[config.mk]
export PLATFORM = sky130hd
export DESIGN_NAME = mem_arbiter
export DESIGN_NICKNAME = d
export VERILOG_FILES = /design/src/rtl/mem_arbiter.sv
export SDC_FILE = /design/constraint.sdc
export NUM_CORES = 1
export LEC_CHECK = 0
export CAP_MARGIN = 20
export CORE_ASPECT_RATIO = 1.2
export CORE_MARGIN = 3
export CORE_UTILIZATION = 37
export DETAILED_ROUTE_END_ITERATION = 10
export PLACE_DENSITY = 0.81
export REMOVE_ABC_BUFFERS = 1
export SETUP_SLACK_MARGIN = 0.5
export SLEW_MARGIN = 20
export SYNTH_ARGS = -nofsm -noshare
export SYNTH_HDL_FRONTEND = slang
export SYNTH_SLANG_ARGS = --single-unit
[constraint.sdc]
create_clock -name clk -period 1.5 [get_ports clk]
set_input_delay 0.225 -clock clk [delete_from_list [all_inputs] [get_ports clk]]
set_output_delay 0.225 -clock clk [all_outputs]
set_load 0.005 [all_outputs]
[src/rtl/mem_arbiter.sv]
// mem_arbiter
//   Shares one single-port memory between the instruction-fetch port (if_*)
//   and the load/store port (d_*). One access is outstanding at a time; the
//   memory side uses a req/gnt request phase followed by an rvalid response.
//   The data port wins by default, but once it has taken MAX_DATA_RUN grants
//   in a row while a fetch was waiting, the fetch is served next.
//
// Ports
//   clk, reset        clock, asynchronous active-low reset
//   if_req/if_addr    fetch request (held until if_ack)
//   if_rdata/if_ack   fetch result and one-cycle completion pulse
//   if_stall          if_req & ~if_ack (combinational)
//   d_req/d_we/d_addr/d_wdata/d_wstrb  load/store request (held until d_ack)
//   d_rdata/d_ack     load result and one-cycle completion pulse
//   d_stall           d_req & ~d_ack (combinational)
//   mem_req/mem_we/mem_addr/mem_wdata/mem_wstrb  registered memory request
//   mem_gnt           memory accepted the request
//   mem_rvalid/mem_rdata  access complete, read data
module mem_arbiter #(
  parameter int ADDR_WIDTH   = 32,
  parameter int DATA_WIDTH   = 32,
  parameter int MAX_DATA_RUN = 4
) (
  input  logic                    clk,
  input  logic                    reset,
  input  logic                    if_req,
  input  logic [ADDR_WIDTH-1:0]   if_addr,
  output logic [DATA_WIDTH-1:0]   if_rdata,
  output logic                    if_ack,
  output logic                    if_stall,
  input  logic                    d_req,
  input  logic                    d_we,
  input  logic [ADDR_WIDTH-1:0]   d_addr,
  input  logic [DATA_WIDTH-1:0]   d_wdata,
  input  logic [DATA_WIDTH/8-1:0] d_wstrb,
  output logic [DATA_WIDTH-1:0]   d_rdata,
  output logic                    d_ack,
  output logic                    d_stall,
  output logic                    mem_req,
  output logic                    mem_we,
  output logic [ADDR_WIDTH-1:0]   mem_addr,
  output logic [DATA_WIDTH-1:0]   mem_wdata,
  output logic [DATA_WIDTH/8-1:0] mem_wstrb,
  input  logic                    mem_gnt,
  input  logic                    mem_rvalid,
  input  logic [DATA_WIDTH-1:0]   mem_rdata
);

  localparam int STRB_W = DATA_WIDTH / 8;
  localparam logic [3:0] MAX_RUN = 4'(MAX_DATA_RUN);

  typedef enum logic [1:0] {
    S_IDLE = 2'd0,
    S_REQ  = 2'd1,
    S_RESP = 2'd2
  } state_e;

  state_e                  state_q, state_d;
  logic                    src_d_q, src_d_d;      // 1: data port owns the access
  logic [3:0]              run_cnt_q, run_cnt_d;
  logic                    mem_req_q, mem_req_d;
  logic                    mem_we_q, mem_we_d;
  logic [ADDR_WIDTH-1:0]   mem_addr_q, mem_addr_d;
  logic [DATA_WIDTH-1:0]   mem_wdata_q, mem_wdata_d;
  logic [STRB_W-1:0]       mem_wstrb_q, mem_wstrb_d;
  logic                    if_ack_q, if_ack_d;
  logic                    d_ack_q, d_ack_d;
  logic [DATA_WIDTH-1:0]   if_rdata_q, if_rdata_d;
  logic [DATA_WIDTH-1:0]   d_rdata_q, d_rdata_d;

  logic                    if_cand;
  logic                    d_cand;
  logic                    pick_if;

  always_ff @(posedge clk or negedge reset) begin
    if (!reset) begin
      state_q     <= S_IDLE;
      src_d_q     <= 1'b0;
      run_cnt_q   <= '0;
      mem_req_q   <= 1'b0;
      mem_we_q    <= 1'b0;
      mem_addr_q  <= '0;
      mem_wdata_q <= '0;
      mem_wstrb_q <= '0;
      if_ack_q    <= 1'b0;
      d_ack_q     <= 1'b0;
      if_rdata_q  <= '0;
      d_rdata_q   <= '0;
    end else begin
      state_q     <= state_d;
      src_d_q     <= src_d_d;
      run_cnt_q   <= run_cnt_d;
      mem_req_q   <= mem_req_d;
      mem_we_q    <= mem_we_d;
      mem_addr_q  <= mem_addr_d;
      mem_wdata_q <= mem_wdata_d;
      mem_wstrb_q <= mem_wstrb_d;
      if_ack_q    <= if_ack_d;
      d_ack_q     <= d_ack_d;
      if_rdata_q  <= if_rdata_d;
      d_rdata_q   <= d_rdata_d;
    end
  end

  always_comb begin
    state_d     = state_q;
    src_d_d     = src_d_q;
    run_cnt_d   = run_cnt_q;
    mem_req_d   = mem_req_q;
    mem_we_d    = mem_we_q;
    mem_addr_d  = mem_addr_q;
    mem_wdata_d = mem_wdata_q;
    mem_wstrb_d = mem_wstrb_q;
    if_ack_d    = 1'b0;
    d_ack_d     = 1'b0;
    if_rdata_d  = if_rdata_q;
    d_rdata_d   = d_rdata_q;

    // A port's request is still high in its own ack cycle but is already
    // satisfied, so it must not start a second access.
    if_cand = if_req & ~if_ack_q;
    d_cand  = d_req & ~d_ack_q;
    pick_if = if_cand & (~d_cand | (run_cnt_q >= MAX_RUN));

    unique case (state_q)
      S_IDLE: begin
        if (if_cand || d_cand) begin
          state_d   = S_REQ;
          mem_req_d = 1'b1;
          if (pick_if) begin
            src_d_d     = 1'b0;
            mem_we_d    = 1'b0;
            mem_addr_d  = if_addr;
            mem_wdata_d = '0;
            mem_wstrb_d = '0;
            run_cnt_d   = '0;
          end else begin
            src_d_d     = 1'b1;
            mem_we_d    = d_we;
            mem_addr_d  = d_addr;
            mem_wdata_d = d_wdata;
            mem_wstrb_d = d_wstrb;
            // Count only data grants that made a fetch wait.
            if (!if_req) begin
              run_cnt_d = '0;
            end else if (run_cnt_q != 4'hF) begin
              run_cnt_d = run_cnt_q + 4'd1;
            end
          end
        end
      end
      S_REQ: begin
        if (mem_gnt) begin
          state_d   = S_RESP;
          mem_req_d = 1'b0;
        end
      end
      S_RESP: begin
        if (mem_rvalid) begin
          state_d = S_IDLE;
          if (src_d_q) begin
            d_ack_d = 1'b1;
            if (!mem_we_q) begin
              d_rdata_d = mem_rdata;
            end
          end else begin
            if_ack_d   = 1'b1;
            if_rdata_d = mem_rdata;
          end
        end
      end
      default: state_d = S_IDLE;
    endcase
  end

  assign mem_req   = mem_req_q;
  assign mem_we    = mem_we_q;
  assign mem_addr  = mem_addr_q;
  assign mem_wdata = mem_wdata_q;
  assign mem_wstrb = mem_wstrb_q;
  assign if_ack    = if_ack_q;
  assign d_ack     = d_ack_q;
  assign if_rdata  = if_rdata_q;
  assign d_rdata   = d_rdata_q;
  assign if_stall  = if_req & ~if_ack_q;
  assign d_stall   = d_req & ~d_ack_q;

endmodule

==> impl.org <==
** Logic synthesis
- Total of warnings raised by yosys :: 0
- Summed over all instances, the cell type with the most area after synthesis is sky130_fd_sc_hd__dfrtp_1.
- In the post-synthesis netlist, the biggest area contributors are sky130_fd_sc_hd__dfrtp_1 60%, sky130_fd_sc_hd__mux2_4 7.5%, sky130_fd_sc_hd__nand2_1 7.0%.
- Synthesis-stage register bit count :: 143
- Synthesis produced 489 cells.
- Counting flops with a built-in enable in the synthesized netlist gives 0.
- Sequential element share of the synthesized area :: 0.599
- Post-synthesis area per instance :: 12.2 um^2
- Share of synthesized registers carrying an async set or reset :: 1.00
- Of the post-synthesis cell area, the dominant cell type holds 0.599.
- The most used flip-flop cell after synthesis is sky130_fd_sc_hd__dfrtp_1.
- After synthesis, the netlist uses 37 different library cells.
- Combined area of all synthesized cells :: 5980 um^2

** CTS
- The clock drives 143 sinks.
- Clk_lat worst skew :: 0.41 ns
- TritonCTS built the clock tree.
- In this run, CTS created clock tree buffers numbering 17.
- Clock tree synthesis selected as its root buffer the cell sky130_fd_sc_hd__clkbuf_16.
- CTS built an H-tree with a depth of 4.
- CTS Buffer Depth :: 2
- Clock-pin slew was measured on the worst setup and hold paths at 0.06 ns.

** Drt
- Once detail routing completed, the nets flagged for antenna violations numbered 0.
- First-pass iteration count of the detailed router :: 6
- After detailed routing, the number of vias per cell comes to 4.71.
- Routed wirelength normalized by instance count :: 18.1 um
- The detailed router finished its first iteration with 211 violations.
- Remaining DRCs :: 0
- Total vias in the final route :: 5,339
- The routed design has 20,600 um of wire.

** Placed design
- # port buffers :: 276
- Global placement routability congestion :: 0.777
- Placed wire-length estimate after detailed placement :: 12,200 um
- Cell area reported after detailed placement :: 9190 um^2

** Min path
- Hold Path Class :: input pin to asynchronous set/reset pin

** Cells and area
- At the end of the flow, the number of nets in the layout was 1,052.
- Fraction of final layout cells with drive strength greater than 1 :: 0.448
- 0 antenna diodes ended up in the layout.
- Multi-input gate area :: 2400 um^2
- Count of filler cells inserted in the layout :: 1,149
- Synthesis-to-finish area growth :: 78.9%
- Summing all non-filler instances in the final layout gives an area of 10,700 um^2.
- Once layout is complete, the utilization of the core stands at 0.681.
- Storage cell area :: 3580 um^2

** Timing
- Setup repair after global routing could not meet its margin everywhere.
- For the final routed database, the setup TNS stands at -4.95 ns.
- Maximum frequency from static timing analysis :: 0.624 GHz
- Setup slack after layout :: -0.103 ns
- Setup violations remaining at the end of the flow were counted as 110.
- Worst Skew :: 0.00841 ns
- In the finished design, the share of the clock period the worst path needs comes to 1.07.
- The final max-slew violation count was 0.
- Final Hold Violating Endpoints :: 0
- Final critical delay including setup and external delays :: 1.60 ns
- At the pin with the least slew margin, the transition time is 0.456 ns.
- The worst pin sits at a relative slew slack of 0.696.

** Power and ir drop
- VDD sags by at most 763 uV.
- Summed over all cells, the static leakage comes to 5.47 nW.
- Dividing total power by cell area gives a power density of 1930 nW/um^2.

** Setup path
- Startpoint class of the critical path :: flop
- Together, buffers and inverters on the worst path number 2.
- Master of the slowest instance on the critical path :: sky130_fd_sc_hd__dfrtp_1
- Critical setup path kind :: flop to flop
- Crit. End Element :: flop
- Critical Path RT :: 1.80 ns
- The critical path goes through nand2b_4 -> o31ai_4 -> buf_6 -> clkbuf_16 -> mux2i_1 -> o21ai_1.
- Largest stage delay on the critical path :: 0.39 ns
- Gate family responsible for the most delay along the worst path :: flip-flops
- STA puts the critical path data arrival time at 1.90 ns.
- Cell count along the critical path :: 6
- Top fanout value on the critical path :: 5
- Cell depth of the worst flop-to-flop path :: 6

** Global routing
- Leftover overflow at the end of global routing :: 0
- Initial antenna violation count :: 1
- First-pass GRT wire length :: 28,100 um
- Entering global routing, the biggest net connects 45 pins.
- Vias in the first global route :: 5,370
- Across every metal layer, demand over resource in global routing totals 0.205.

** Flow run
- Across the run, the number of max-cap violations was 0.

** Floorplan
- Measured along the y axis, the die boundary spans 145 um.
- Width of the die :: 122 um
- Boundary Pins :: 277
- For this configuration, the core starts out at a cell density of 0.381.
- The core region is 15,700 um^2.
- Core Rows :: 50
- Die Outline Area :: 17,700 um^2

** Status
- Violations in the final reports :: negative setup slack
- The run finished, with violations left.
final timing paths:
check | startpoint | end | slack, ns
max | d_ack | mem_addr[20] | -0.10
min | reset | if_rdata[10] | 0.32
max reg2reg | d_ack | mem_addr[20] | -0.10
min reg2reg | mem_wdata[8] | mem_wdata[8] | 0.46
max in group asynchronous | reset | mem_addr[26] | 0.60
min in group clk | d_wdata[18] | mem_wdata[18] | 0.35
cells in the final DEF (no fill, tap or decap), types with 2 or more instances in the layout:
cell	Yosys	final
sky130_fd_sc_hd__a21oi_1	6	5
sky130_fd_sc_hd__buf_4	5	107
sky130_fd_sc_hd__mux2i_1	32	32
sky130_fd_sc_hd__o21ai_0	29	24
sky130_fd_sc_hd__clkdlybuf4s50_1	0	137
sky130_fd_sc_hd__buf_2	9	133
sky130_fd_sc_hd__clkbuf_16	0	28
sky130_fd_sc_hd__nand3_2	0	8
sky130_fd_sc_hd__buf_6	3	26
sky130_fd_sc_hd__clkbuf_1	8	3
sky130_fd_sc_hd__nand2b_4	1	2
sky130_fd_sc_hd__inv_1	3	2
sky130_fd_sc_hd__buf_8	0	4
sky130_fd_sc_hd__o21ai_1	6	11
sky130_fd_sc_hd__nand2_1	111	109
sky130_fd_sc_hd__bufinv_16	0	3
sky130_fd_sc_hd__nand2_2	1	3
sky130_fd_sc_hd__clkinv_4	0	3
sky130_fd_sc_hd__inv_6	0	2
sky130_fd_sc_hd__a32o_1	2	2
sky130_fd_sc_hd__inv_2	1	2
sky130_fd_sc_hd__mux2_4	30	64
sky130_fd_sc_hd__clkinvlp_4	0	3
sky130_fd_sc_hd__nand3_1	40	31
sky130_fd_sc_hd__buf_16	0	6
sky130_fd_sc_hd__dfrtp_1	143	143
sky130_fd_sc_hd__buf_12	3	9
layout make-up:
type                       count  share of cell area
multi-input combinational    311               0.225
clock inverter                12              0.0151
timing repair buffer         435               0.359
inverter                       4             0.00140
clock buffer                  20              0.0409
sequential                   143               0.335
tap                          208              0.0244
logic make-up after synthesis:
family / share of synthesized area
buffers and inverters: 0.0389
multiplexers: 0.193
adder cells (fa/ha/maj): 0.00209
AO/OA/AOI/OAI: 0.0467
flip-flops: 0.599
AND/OR/NAND/NOR: 0.120
synthesized netlist by cell type (all sizes together), types with 2 or more instances:
master and n:
nand3 40, clkbuf 8, nand2 112, inv 4, nor3 2, buf 23
mux2 64, nand2b 3, mux2i 32, a32o 2, a21oi 6, o21ai 36
dfrtp 143, nor2 2
what timing repair did:
item,4_1_cts,5_1_grt
pin swaps,0,21
hold endpoints to repair,37,0
gates resized for setup,583,64
hold buffers,1,0
endpoints found under the setup margin,280,280
setup buffers,50,50
cloned,5,14
power breakdown:
group | switching (W) | total [W] | internal (W) | leakage, nW
clock | 0.00165 | 0.00428 | 0.00263 | 0.281
combinational | 0.00389 | 0.00979 | 0.00590 | 3.39
sequential | 0.000961 | 0.00661 | 0.00565 | 1.79
total | 0.00650 | 0.0207 | 0.0142 | 5.47
sequential cells by signal, indices dropped and copies added, names as in the netlist:
name,count
mem_wstrb,4
mem_we,1
if_ack,1
d_rdata,32
mem_wdata,32
state_q,2
src_d_q,1
run_cnt_q,4
mem_addr,32
mem_req,1
if_rdata,32
d_ack,1
per-stage QoR:
stage | worst slack [ns] | power (W) | cells | hold slack [ns]
2_1_floorplan | -3.04 | 0.00955 | 458 | -0.0706
3_3_place_gp | -0.378 | 0.0146 | 981 | 0.186
3_5_place_dp | -0.411 | 0.0148 | 981 | 0.186
4_1_cts | -0.0703 | 0.0189 | 1069 | 0.308
5_1_grt | -0.165 | 0.0219 | 1133 | 0.322
6_report | -0.103 | 0.0207 | 1133 | 0.323
routing by layer:
metal  vias to the layer above  share of wire  global-route usage
met2                       222           0.53               0.362
li1                       2521              -                   -
met1                      2577           0.38               0.225
met3                        17          0.082              0.0850
met5                         -        0.00097                   0
met4                         2         0.0096              0.0510
Power figures use the tool's default switching activity.
